`src/rtl/alu_mc.sv`:
```
// alu_mc: registered ALU with one-cycle arithmetic, logic, compare and shift
// operations. The optional multi-cycle restoring divider is built only when
// the macro ALU_DIV_EN is defined; without it, opcode 0011 completes in one
// cycle and reports Div_Err.
module alu_mc #(
  parameter int DATA_WIDTH = 8,
  parameter int OUT_WIDTH  = 2 * DATA_WIDTH
) (
  input  logic                  CLK,
  input  logic                  RST,
  input  logic [DATA_WIDTH-1:0] A,
  input  logic [DATA_WIDTH-1:0] B,
  input  logic [3:0]            ALU_FUN,
  input  logic                  En,
  output logic                  Busy,
  output logic [OUT_WIDTH-1:0]  ALU_OUT,
  output logic                  Arith_Flag,
  output logic                  Logic_Flag,
  output logic                  CMP_Flag,
  output logic                  Shift_Flag,
  output logic                  Div_Err,
  output logic                  ALU_Valid
);

  localparam logic [3:0] OP_ADD  = 4'b0000;
  localparam logic [3:0] OP_SUB  = 4'b0001;
  localparam logic [3:0] OP_MUL  = 4'b0010;
  localparam logic [3:0] OP_DIV  = 4'b0011;
  localparam logic [3:0] OP_AND  = 4'b0100;
  localparam logic [3:0] OP_OR   = 4'b0101;
  localparam logic [3:0] OP_NAND = 4'b0110;
  localparam logic [3:0] OP_NOR  = 4'b0111;
  localparam logic [3:0] OP_XOR  = 4'b1000;
  localparam logic [3:0] OP_XNOR = 4'b1001;
  localparam logic [3:0] OP_EQ   = 4'b1010;
  localparam logic [3:0] OP_GT   = 4'b1011;
  localparam logic [3:0] OP_LT   = 4'b1100;
  localparam logic [3:0] OP_SHR  = 4'b1101;
  localparam logic [3:0] OP_SHL  = 4'b1110;

  // Result class nibble, ordered {arith, logic, cmp, shift}.
  localparam logic [3:0] CLS_NONE  = 4'b0000;
  localparam logic [3:0] CLS_ARITH = 4'b1000;
  localparam logic [3:0] CLS_LOGIC = 4'b0100;
  localparam logic [3:0] CLS_CMP   = 4'b0010;
  localparam logic [3:0] CLS_SHIFT = 4'b0001;

  // The divider packs quotient and remainder side by side, so the result
  // must be exactly twice the operand width.
  generate
    if (OUT_WIDTH != 2 * DATA_WIDTH) begin : g_bad_out_width
      $error("alu_mc: OUT_WIDTH must equal 2*DATA_WIDTH");
    end
    if (DATA_WIDTH < 4) begin : g_bad_data_width
      $error("alu_mc: DATA_WIDTH must be at least 4");
    end
  endgenerate

  logic [OUT_WIDTH-1:0] a_ext;
  logic [OUT_WIDTH-1:0] b_ext;
  logic [OUT_WIDTH-1:0] op_result;
  logic [3:0]           op_class;
  logic                 op_err;
  logic                 accept;

  logic [OUT_WIDTH-1:0] out_q;
  logic [3:0]           class_q;
  logic                 err_q;
  logic                 valid_q;

  assign a_ext = OUT_WIDTH'(A);
  assign b_ext = OUT_WIDTH'(B);

  // Single-cycle operation decode on zero-extended operands, so the
  // inverting logic ops flip every result bit.
  always_comb begin
    op_result = '0;
    op_class  = CLS_NONE;
    op_err    = 1'b0;
    case (ALU_FUN)
      OP_ADD:  begin op_result = a_ext + b_ext;    op_class = CLS_ARITH; end
      OP_SUB:  begin op_result = a_ext - b_ext;    op_class = CLS_ARITH; end
      OP_MUL:  begin op_result = a_ext * b_ext;    op_class = CLS_ARITH; end
      OP_DIV: begin
        op_class = CLS_ARITH;
        op_err   = 1'b1;
`ifdef ALU_DIV_EN
        op_result = '1;
`else
        op_result = '0;
`endif
      end
      OP_AND:  begin op_result = a_ext & b_ext;    op_class = CLS_LOGIC; end
      OP_OR:   begin op_result = a_ext | b_ext;    op_class = CLS_LOGIC; end
      OP_NAND: begin op_result = ~(a_ext & b_ext); op_class = CLS_LOGIC; end
      OP_NOR:  begin op_result = ~(a_ext | b_ext); op_class = CLS_LOGIC; end
      OP_XOR:  begin op_result = a_ext ^ b_ext;    op_class = CLS_LOGIC; end
      OP_XNOR: begin op_result = ~(a_ext ^ b_ext); op_class = CLS_LOGIC; end
      OP_EQ: begin
        op_result = (A == B) ? OUT_WIDTH'(1) : '0;
        op_class  = CLS_CMP;
      end
      OP_GT: begin
        op_result = (A > B) ? OUT_WIDTH'(2) : '0;
        op_class  = CLS_CMP;
      end
      OP_LT: begin
        op_result = (A < B) ? OUT_WIDTH'(3) : '0;
        op_class  = CLS_CMP;
      end
      OP_SHR:  begin op_result = a_ext >> 1;       op_class = CLS_SHIFT; end
      OP_SHL:  begin op_result = a_ext << 1;       op_class = CLS_SHIFT; end
      default: begin op_result = '0;               op_class = CLS_NONE;  end
    endcase
  end

`ifdef ALU_DIV_EN
  typedef enum logic {
    S_IDLE,
    S_DIV
  } state_t;

  localparam int CNT_W = $clog2(DATA_WIDTH);

  state_t                state;
  state_t                state_next;
  logic                  start_div;
  logic                  div_last;
  logic [CNT_W-1:0]      div_cnt;
  logic [DATA_WIDTH-1:0] div_rem;
  logic [DATA_WIDTH-1:0] div_quo;
  logic [DATA_WIDTH-1:0] div_dvs;
  logic [DATA_WIDTH:0]   div_shift;
  logic [DATA_WIDTH:0]   div_diff;
  logic                  div_bit;
  logic [DATA_WIDTH-1:0] rem_next;
  logic [DATA_WIDTH-1:0] quo_next;

  // Requests are only taken in IDLE; a zero divisor never enters DIV and is
  // answered in one cycle through the single-cycle path.
  assign accept    = En && (state == S_IDLE);
  assign start_div = accept && (ALU_FUN == OP_DIV) && (B != '0);
  assign div_last  = (state == S_DIV) && (div_cnt == CNT_W'(DATA_WIDTH - 1));
  assign Busy      = (state == S_DIV);

  // FSM state register.
  always_ff @(posedge CLK) begin
    if (RST) begin
      state <= S_IDLE;
    end else begin
      state <= state_next;
    end
  end

  // FSM next state: stay in DIV for DATA_WIDTH iterations, then return.
  always_comb begin
    state_next = state;
    case (state)
      S_IDLE:  if (start_div) state_next = S_DIV;
      S_DIV:   if (div_last)  state_next = S_IDLE;
      default: state_next = S_IDLE;
    endcase
  end

  // One restoring-division step: shift in the next dividend bit and
  // subtract the divisor when it fits.
  always_comb begin
    div_shift = {div_rem, div_quo[DATA_WIDTH-1]};
    div_diff  = div_shift - {1'b0, div_dvs};
    div_bit   = 1'b0;
    rem_next  = div_shift[DATA_WIDTH-1:0];
    if (div_shift >= {1'b0, div_dvs}) begin
      div_bit  = 1'b1;
      rem_next = div_diff[DATA_WIDTH-1:0];
    end
    quo_next = {div_quo[DATA_WIDTH-2:0], div_bit};
  end

  // Divider working registers: loaded on accept, stepped once per DIV cycle.
  always_ff @(posedge CLK) begin
    if (RST) begin
      div_cnt <= '0;
      div_rem <= '0;
      div_quo <= '0;
      div_dvs <= '0;
    end else if (start_div) begin
      div_cnt <= '0;
      div_rem <= '0;
      div_quo <= A;
      div_dvs <= B;
    end else if (state == S_DIV) begin
      div_cnt <= div_cnt + 1'b1;
      div_rem <= rem_next;
      div_quo <= quo_next;
    end
  end

  // Result register: the final divide step writes {remainder, quotient};
  // every other accepted request is registered on its accepting edge.
  always_ff @(posedge CLK) begin
    if (RST) begin
      out_q   <= '0;
      class_q <= CLS_NONE;
      err_q   <= 1'b0;
      valid_q <= 1'b0;
    end else begin
      valid_q <= 1'b0;
      if (div_last) begin
        out_q   <= {rem_next, quo_next};
        class_q <= CLS_ARITH;
        err_q   <= 1'b0;
        valid_q <= 1'b1;
      end else if (accept && !start_div) begin
        out_q   <= op_result;
        class_q <= op_class;
        err_q   <= op_err;
        valid_q <= 1'b1;
      end
    end
  end
`else
  assign accept = En;
  assign Busy   = 1'b0;

  // Result register: every request completes on its accepting edge.
  always_ff @(posedge CLK) begin
    if (RST) begin
      out_q   <= '0;
      class_q <= CLS_NONE;
      err_q   <= 1'b0;
      valid_q <= 1'b0;
    end else begin
      valid_q <= 1'b0;
      if (accept) begin
        out_q   <= op_result;
        class_q <= op_class;
        err_q   <= op_err;
        valid_q <= 1'b1;
      end
    end
  end
`endif

  assign ALU_OUT    = out_q;
  assign Arith_Flag = class_q[3];
  assign Logic_Flag = class_q[2];
  assign CMP_Flag   = class_q[1];
  assign Shift_Flag = class_q[0];
  assign Div_Err    = err_q;
  assign ALU_Valid  = valid_q;

endmodule

```
`config.mk`:
```
export PLATFORM = sky130hd
export DESIGN_NAME = alu_mc
export DESIGN_NICKNAME = d
export VERILOG_FILES = /design/src/rtl/alu_mc.sv
export SDC_FILE = /design/constraint.sdc
export NUM_CORES = 1
export LEC_CHECK = 0
export CORE_MARGIN = 1.5
export CORE_UTILIZATION = 40
export DETAILED_ROUTE_END_ITERATION = 7
export MAX_ROUTING_LAYER = met4
export SETUP_SLACK_MARGIN = 0.05
export SYNTH_ARGS = -nofsm -noshare
export SYNTH_HDL_FRONTEND = slang
export SYNTH_SLANG_ARGS = --single-unit
```
`constraint.sdc`:
```
create_clock -name CLK -period 8.1 [get_ports CLK]
set_input_delay 1.62 -clock CLK [delete_from_list [all_inputs] [get_ports CLK]]
set_output_delay 1.62 -clock CLK [all_outputs]
set_load 0.02 [all_outputs]
```
==> results.txt, run 1 <==
The flow ran to the end, and the final reports show no timing, DRC or antenna violations. The overall die width is around 110 um. In this design, the stage delay of the slowest critical-path cell is about 0.69 ns. Before CTS, the worst setup slack after placement is about 1.4 ns. The final number of setup-violating endpoints came out at 0. The number of buffers inserted during clock tree synthesis came out at 3. In this run the critical register-to-register path is launched from ALU_OUT[6].

The adder-cell area share of the yosys netlist is between 30% and 40%. The clock tree from TritonCTS is built. In this run the worst hold path is classified as register to register.

The number of nets in the final layout came out at 740. The maximum number of pins on one net before global-route repair is 34. Along the worst path, the maximum fanout reaches 8.

The share of synthesized area spent on multiplexers came out at 2.36%. The critical path is of the input port to register type. The simple-gate share of the synthesized area is a little under a fifth. The number of global-route vias before repair is between 4000 and 5000. The die area is roughly 0.012 mm2. The startpoint identified for the worst hold timing path is Div_Err. After detailed routing, the average wire length per cell comes to ~20 um.

The cell at the slowest stage of the critical path is sky130_fd_sc_hd__clkdlybuf4s50_1. The transition time of the tightest slew-check pin came out at around 1.0 ns. The total number of yosys warnings is 0. The congestion estimate from routability-driven global placement came to roughly 0.93. The antenna violation net count after detailed routing is 0.

Setup slack on the critical path of the routed design comes to roughly 1.7 ns. The number of buffers inserted by post-CTS setup repair is 0. The clock-pin slew on the worst setup and hold paths is approximately 0.080 ns.

Relative to the synthesized area, the layout overhead comes to 13.2%. Detailed placement finished with a half-perimeter wire length of between 10 and 15 mm. For this run, design rule violations remaining after detail routing come to 0. The number of rows created at floorplan is 38. 46 I/O pins were placed. The peak ir drop on the vdd network is approximately 0.19 mV. Buffers inserted to repair hold after CTS numbered 0. The synthesized netlist devotes around a quarter of its cell area to compound gates. The mean number of vias per cell is between 6 and 7. Counting every instance in the synthesized netlist gives 588. The final critical-path share of the clock period is 78.7%. The initial standard-cell utilization of the core is about two fifths. The library cell used most frequently in the layout, excluding fill and tap cells, is sky130_fd_sc_hd__nor2_1. The clock root buffer is sky130_fd_sc_hd__clkbuf_8.

The total non-filler cell area in the finished layout came out at a little over 0.005 mm2. Setup repair after global routing left no endpoint under its margin. Leaving out fill and tap cells, the most frequent cells in the layout are sky130_fd_sc_hd__nor2_1 (76), sky130_fd_sc_hd__inv_1 (73), sky130_fd_sc_hd__ha_1 (60), sky130_fd_sc_hd__nand2_1 (53), sky130_fd_sc_hd__clkdlybuf4s50_1 (44). The clock drives 22 sinks. Hold timing on the final database bottoms out at a slack of around 0.47 ns.

The worst setup path is launched from an input port. The initial antenna violation count is 0. The clock period minus final worst setup slack is between 6 and 7 ns. The number of antenna diodes in the final layout is 0. In this run, synthesis inferred 0 flip-flops with an integrated enable. The worst-case headroom to the max-slew limit is between 30% and 40%. The sequential area share after synthesis came out at under 10%. The core region is 0.0109 mm2. The share of the synthesized netlist area taken by xor and xnor gates came out at about 2.7%.

The max-cap check violation count came out at 0. The source of the critical timing path is A[4]. The number of H-tree branching levels came out at 1. After synthesis, the mean cell area works out to ~7.7 um2.

The global-route congestion overflow total is 0. The number of failing hold endpoints at the final stage is 0. Among all flip-flop cells after synthesis, the most frequent one is sky130_fd_sc_hd__dfxtp_1. The number of nets handed over by synthesis was between 700 and 800. Of all flip-flops after synthesis, the portion carrying an async set or reset was 0%.

The share of layout cells above drive strength 1 is under 10%. Post-CTS repair changed the size of 0 cells. The count of input and output buffers is 44. Summed over all layers, the routed wires come to between 15 and 20 mm. The final setup skew is 0 ns. The number of synthesized register bits came out at 22.

The summed negative setup slack over all endpoints came out at 0 ns. The clock latency reported for the late side of the worst-skew pair came out at about 0.27 ns. The top achievable clock speed came out at about 160 MHz.

Global routing consumed, over all layers together, 28.0% of the routing resources. The total placed instance area came out at ~0.0050 mm2. The first routing iteration left roughly 380 violations.

After synthesis, the largest family of logic cells by area is adder cells. The netlist area before placement is ~0.0045 mm2. Counting stages on the worst path, the most repeated cell is sky130_fd_sc_hd__fa_1. In this run the power density over the cells is ~150 mW/mm2.

The number of iterations in the first detailed-routing pass came out at 7. STA classifies the critical path endpoint as a register. The data arrival time of the worst path came out at around 6.6 ns. The required time at the endpoint of the critical path is approximately 8.3 ns.

The routed layout has 4555 vias. The die is 109 um tall. The count of final max-slew check failures is 0. The signal on the critical path passes through clkdlybuf4s50_1, ha_1, fa_1, fa_1, fa_1, inv_1, fa_1, inv_1, ha_1, a21oi_1, nand2_1, o21ai_0, o21ai_0, xor2_1, a221o_1. The reported leakage power came out at about 2.3 nW. The buffer levels on the longest clock path came out at 2. The first global-routing pass estimated approximately 25 mm of wire.

The distinct cell type count of the synthesized netlist is 64.
## metrics by stage
stage | utilization [%] | std cells | power [mW]
after floorplan | - | 588 | 0.524
after global placement | 46.3 | 754 | 0.696
after detailed placement | 46.3 | 754 | 0.697
after CTS | 46.8 | 758 | 0.786
after global routing | 46.8 | 758 | 0.861
final | 46.8 | 758 | 0.776
## sequential cells by signal, indices dropped and copies added (netlist names)
register	count
Div_Err	1
ALU_OUT	16
class_q	4
ALU_Valid	1
## per-layer routing
metal | routed length, um | up-vias | track usage, %
met1 | 6870 | 2210 | 37.9
met2 | 6910 | 173 | 43.7
met3 | 930 | 34 | 3.17
met4 | 506 | 0 | 8.65
met5 | 0 | - | -
li1 | - | 2138 | -
## cell usage after synthesis, drive strengths merged, types with 3 or more instances
library cell   n  area [um2]
o21bai         3        22.5
clkinv         6        22.5
a21oi         35         175
o21ai         25         125
nand2b         3        18.8
a221oi         7        67.6
a221o          7        70.1
ha            60         751
nand3          9        45.0
o31ai          7        52.6
dfxtp         22         440
fa            38         761
nor3b          3        22.5
inv           74         278
clkbuf         7        26.3
buf           14        71.3
nor3          14        70.1
a211oi         4        30.0
a21o           5        37.5
nand2         53         199
xnor2          9        78.8
a31oi          7        43.8
a32oi          3        26.3
and3           4        25.0
a22oi          3        22.5
nor2          77         292
or4            3        22.5
or3            4        25.0
o32ai          6        52.6
mux2i          8        80.1
o22ai          4        25.0
nor4           5        37.5
a311oi         6        52.6
nor2b         12        75.1
o211ai         8        60.1
xor2           5        43.8
## kinds of logic after synthesis
| group | Yosys count |
|---|---|
| compound gates | 151 |
| xor+xnor | 14 |
| fa+ha+maj | 98 |
| buf+inv | 101 |
| flops | 22 |
| mux | 10 |
| other cells | 1 |
| simple gates | 191 |
## final cells by class
class	instances	area [um2]
timing repair buffer	47	463
sequential	22	440
multi-input combinational	465	3660
tap	140	175
fill	1128	5790
clock buffer	4	55.1
inverter	80	300
## worst max-delay path: cells and delay by family
family / cells / cell delay, ns
adders and majority gates: 6 / 2.76
and+or+nand+nor: 1 / 0.08
xor gates and xnor gates: 1 / 0.17
buffers and inverters: 3 / 0.77
AOI/OAI and AO/OA: 4 / 1.15
## worst paths after layout
path / depth (start not counted) / end / slack (ns)
max: 15 / ALU_OUT[12] / 1.73
min: 2 / Div_Err / 0.47
max reg2reg: 4 / ALU_OUT[6] / 6.67
min reg2reg: 2 / Div_Err / 0.47
## report_power, final
group | internal [mW] | total, mW | leakage, nW | switching (mW)
logic | 0.222 | 0.574 | 2.08 | 0.351
clock network | 0.0435 | 0.0836 | 0.0288 | 0.0401
registers | 0.115 | 0.119 | 0.180 | 0.00377
total | 0.381 | 0.776 | 2.28 | 0.395
Note: power is estimated with default switching activity, not from simulation.
==> run 2: changes to the inputs <==
==> constraint.sdc (replaced) <==
create_clock -name CLK -period 6.6 [get_ports CLK]
set_input_delay 1.32 -clock CLK [delete_from_list [all_inputs] [get_ports CLK]]
set_output_delay 1.32 -clock CLK [all_outputs]
set_load 0.02 [all_outputs]
==> run 2 against run 1 <==
Against the previous run: global-route usage decreased by 0.36 points; combinational power increased by 24%; sequential power increased by 23%; final cell count increased by 0.26%; register-to-register slack got worse by 1.5 ns; die area unchanged; sequential cell count unchanged; routed wire length increased by 1.1%; largest cell class unchanged.
==> results.txt, run 2 (synthesized netlist as in run 1, its figures left out) <==
The initial antenna violation count came out at 0 (unchanged). The peak ir drop on the vdd network is 0.214 mV (was 0.189 mV). The top achievable clock speed came out at between 150 and 200 MHz. The peak per-stage delay on the critical path came out at 0.61 ns (was 0.69 ns). The critical setup path kind is input port to register (unchanged). The share of power burned in registers is 15.3% (about the same). Commonest non-fill, non-tap cells in the layout: sky130_fd_sc_hd__nor2_1 (76), sky130_fd_sc_hd__inv_1 (73), sky130_fd_sc_hd__ha_1 (60), sky130_fd_sc_hd__nand2_1 (53), sky130_fd_sc_hd__clkdlybuf4s50_1 (44) (unchanged). Unrepaired setup endpoints after global routing: no (unchanged). The class of the most critical hold timing path is register to register (unchanged). The count of final max-slew check failures came to 0 (unchanged). The number of iterations in the first detailed-routing pass came out at 5 (was 7). The number of buffers inserted during clock tree synthesis is 3 (unchanged). The commonest non-fill, non-tap cell in the layout is sky130_fd_sc_hd__nor2_1 (unchanged). The sum of buffers and inverters on the critical path was 4 (was 3). The via count came out at 4539 (was 4555).

The routed wire length came to 15.4 mm (was 15.2 mm). The count of cells resized by post-cts repair came to 0 (unchanged). The overall die width came out at 109 um (unchanged). The clock root buffer is sky130_fd_sc_hd__clkbuf_8 (unchanged).

The layout overhead on the synthesized area is 13.4% (was 13.2%). The boundary pin count is 46 (unchanged). The number of H-tree branching levels is 1 (unchanged). The initial standard-cell utilization of the core came out at 41.3% (unchanged).

The switching component of the power is 493 uW (was 395 uW). The number of diodes added for antenna fixing is 0 (unchanged). The met3 track utilization from global routing is 3.41% (was 3.17%). The power consumption came out at 950 uW (was 776 uW). The summed negative setup slack over all endpoints came out at 0 ns (unchanged). The power density over the cells is 186 mW/mm2 (was 152 mW/mm2). The cell at the slowest stage of the critical path is sky130_fd_sc_hd__clkdlybuf4s50_1 (unchanged).

The pre-CTS setup slack is 0.309 ns (was 1.42 ns). The buffer levels on the longest clock path was 2 (unchanged). The required time at the endpoint of the critical path came out at 6.77 ns (was 8.27 ns).

The dominant cell type by count on the critical path was sky130_fd_sc_hd__fa_1 (unchanged). The top cell family by delay on the critical path is adder cells (unchanged). Status: complete, no violations (unchanged). The critical path capture point type is a register (unchanged). The y dimension of the die came out at 109 um (unchanged).

The share of layout cells above drive strength 1 is 2.74% (was 2.43%). The number of fill cells in the layout came out at 1155 (was 1128). The final number of setup-violating endpoints is 0 (unchanged).

The switching part of the total power came out at 51.9% (was 50.9%). The half-perimeter wire length after placement was 12.1 mm (was 12.0 mm). The internal power is 457 uW (was 381 uW). The transition time of the tightest slew-check pin came out at 0.966 ns (was 0.996 ns). The clock network fraction of design power came out at 9.6% (was 10.8%). The final design utilization was 46.9% (was 46.8%). The clock latency reported for the late side of the worst-skew pair came to 0.27 ns (about the same). The clock tree from TritonCTS is built (unchanged). The max-cap check violation count is 0 (unchanged). The final setup skew is 0 ns (unchanged). The global-route wire length before repair came to 24.3 mm (was 24.6 mm). The worst-case headroom to the max-slew limit came out at 35.1% (was 33.4%).

The mean number of vias per cell is 5.97 (was 6.01). The number of buffers inserted by post-CTS setup repair came to 0 (unchanged). The element type at the critical path start is an input port (unchanged).

The number of rows created at floorplan is 38 (unchanged). The global-route congestion overflow total came out at 0 (unchanged). The most crowded layer after global routing is met2 (unchanged). The number of failing hold endpoints at the final stage is 0 (unchanged). The number of remaining DRC errors is 0 (unchanged). The number of placed instances with taps included is 757 (was 754). The slack of the critical path is 0.633 ns (was 1.73 ns). The die area came out at 0.0119 mm2 (unchanged). Crit-path cells: clkdlybuf4s50_1, clkinv_1, nor2_1, fa_1, fa_1, fa_1, inv_1, fa_1, inv_1, ha_1, a21oi_1, nand2_1, o21ai_0, o21ai_0, xor2_1, a221o_1 (was clkdlybuf4s50_1, ha_1, fa_1, fa_1, fa_1, inv_1, fa_1, inv_1, ha_1, a21oi_1, nand2_1, o21ai_0, o21ai_0, xor2_1, a221o_1). The area of the placeable core came to 0.0109 mm2 (unchanged). For the finished layout, the period the worst path requires is ~6.0 ns. The met1 demand-to-capacity share in global routing came out at 37.3% (was 37.9%). The final routed wire length divided by cell count is 20.2 um (was 20.1 um). The number of flip-flops in the largest register was 16 (unchanged). The post-cts hold buffer count came out at 0 (unchanged). The met2 usage in global routing is 44.0% (was 43.7%). The antenna violation net count after detailed routing is 0 (unchanged). The weighted congestion at the end of routability-driven global placement came out at 0.919 (was 0.934). The reported leakage power is 2.29 nW (was 2.28 nW). The power share of the combinational group is 75.1% (was 73.9%). The number of global-route vias before repair was 4479 (was 4474). The number of sinks handled by clock tree synthesis was 22 (unchanged).

The count of input and output buffers came out at 44 (unchanged). The global router's overall resource usage came out at 27.6% (was 28.0%). The final critical-path share of the clock period is 90.4%. The largest driver fanout on the critical path is 8 (unchanged). The maximum number of pins on one net before global-route repair is 34 (unchanged). The detailed router's first-iteration violation count came out at 383 (was 379). The clock-pin slew on the worst setup and hold paths is 0.09 ns (was 0.08 ns). The number of nets in the final layout was 743 (was 740). The data arrival time of the worst path is 6.13 ns (was 6.55 ns). The number of non-filler instances in the completed layout came to 760 (was 758).
run 2: worst min-delay path, delay by kind of cell (launching register included):
family          cells  cell delay, ns
flops               1            0.32
simple gates        1            0.06
compound gates      1            0.05
run 2: area by class of cell:
| cell class | instances | area [um2] | area share (%) |
|---|---|---|---|
| repair buffers | 50 | 485 | 9.51 |
| flip-flops and latches | 22 | 440 | 8.63 |
| multi-input cells | 465 | 3660 | 71.7 |
| inverters | 80 | 300 | 5.88 |
| well taps | 140 | 175 | 3.43 |
| clock buffers | 3 | 41.3 | 0.809 |
run 2: per-stage QoR:
stage	cell area, um2	hold slack, ns
6_report	5100	0.464
5_1_grt	5100	0.506
3_5_place_dp	5060	0.453
2_1_floorplan	4500	0.541
3_3_place_gp	5060	0.448
4_1_cts	5100	0.468
run 2: power groups by stage:
stage / clock [mW] / sequential [mW] / combinational, mW
after CTS: 0.0942 / 0.146 / 0.711
after floorplan: 0 / 0.158 / 0.485
final: 0.0907 / 0.146 / 0.714
after global routing: 0.0976 / 0.147 / 0.792
after global placement: 0 / 0.149 / 0.705
after detailed placement: 0 / 0.149 / 0.708
run 2: final timing paths:
| check | cells past startpoint | slack (ns) | start | to |
|---|---|---|---|---|
| setup / recovery | 16 | 0.63 | A[3] | ALU_OUT[12] |
| hold / removal | 2 | 0.46 | Div_Err | Div_Err |
| setup reg to reg | 4 | 5.18 | ALU_OUT[6] | ALU_OUT[6] |
| hold reg to reg | 2 | 0.46 | Div_Err | Div_Err |
run 2: routing by layer:
metal,wire (um),up-vias
li1,-,2128
met1,6930,2224
met2,7140,167
met3,965,20
met4,350,0
met5,0,-
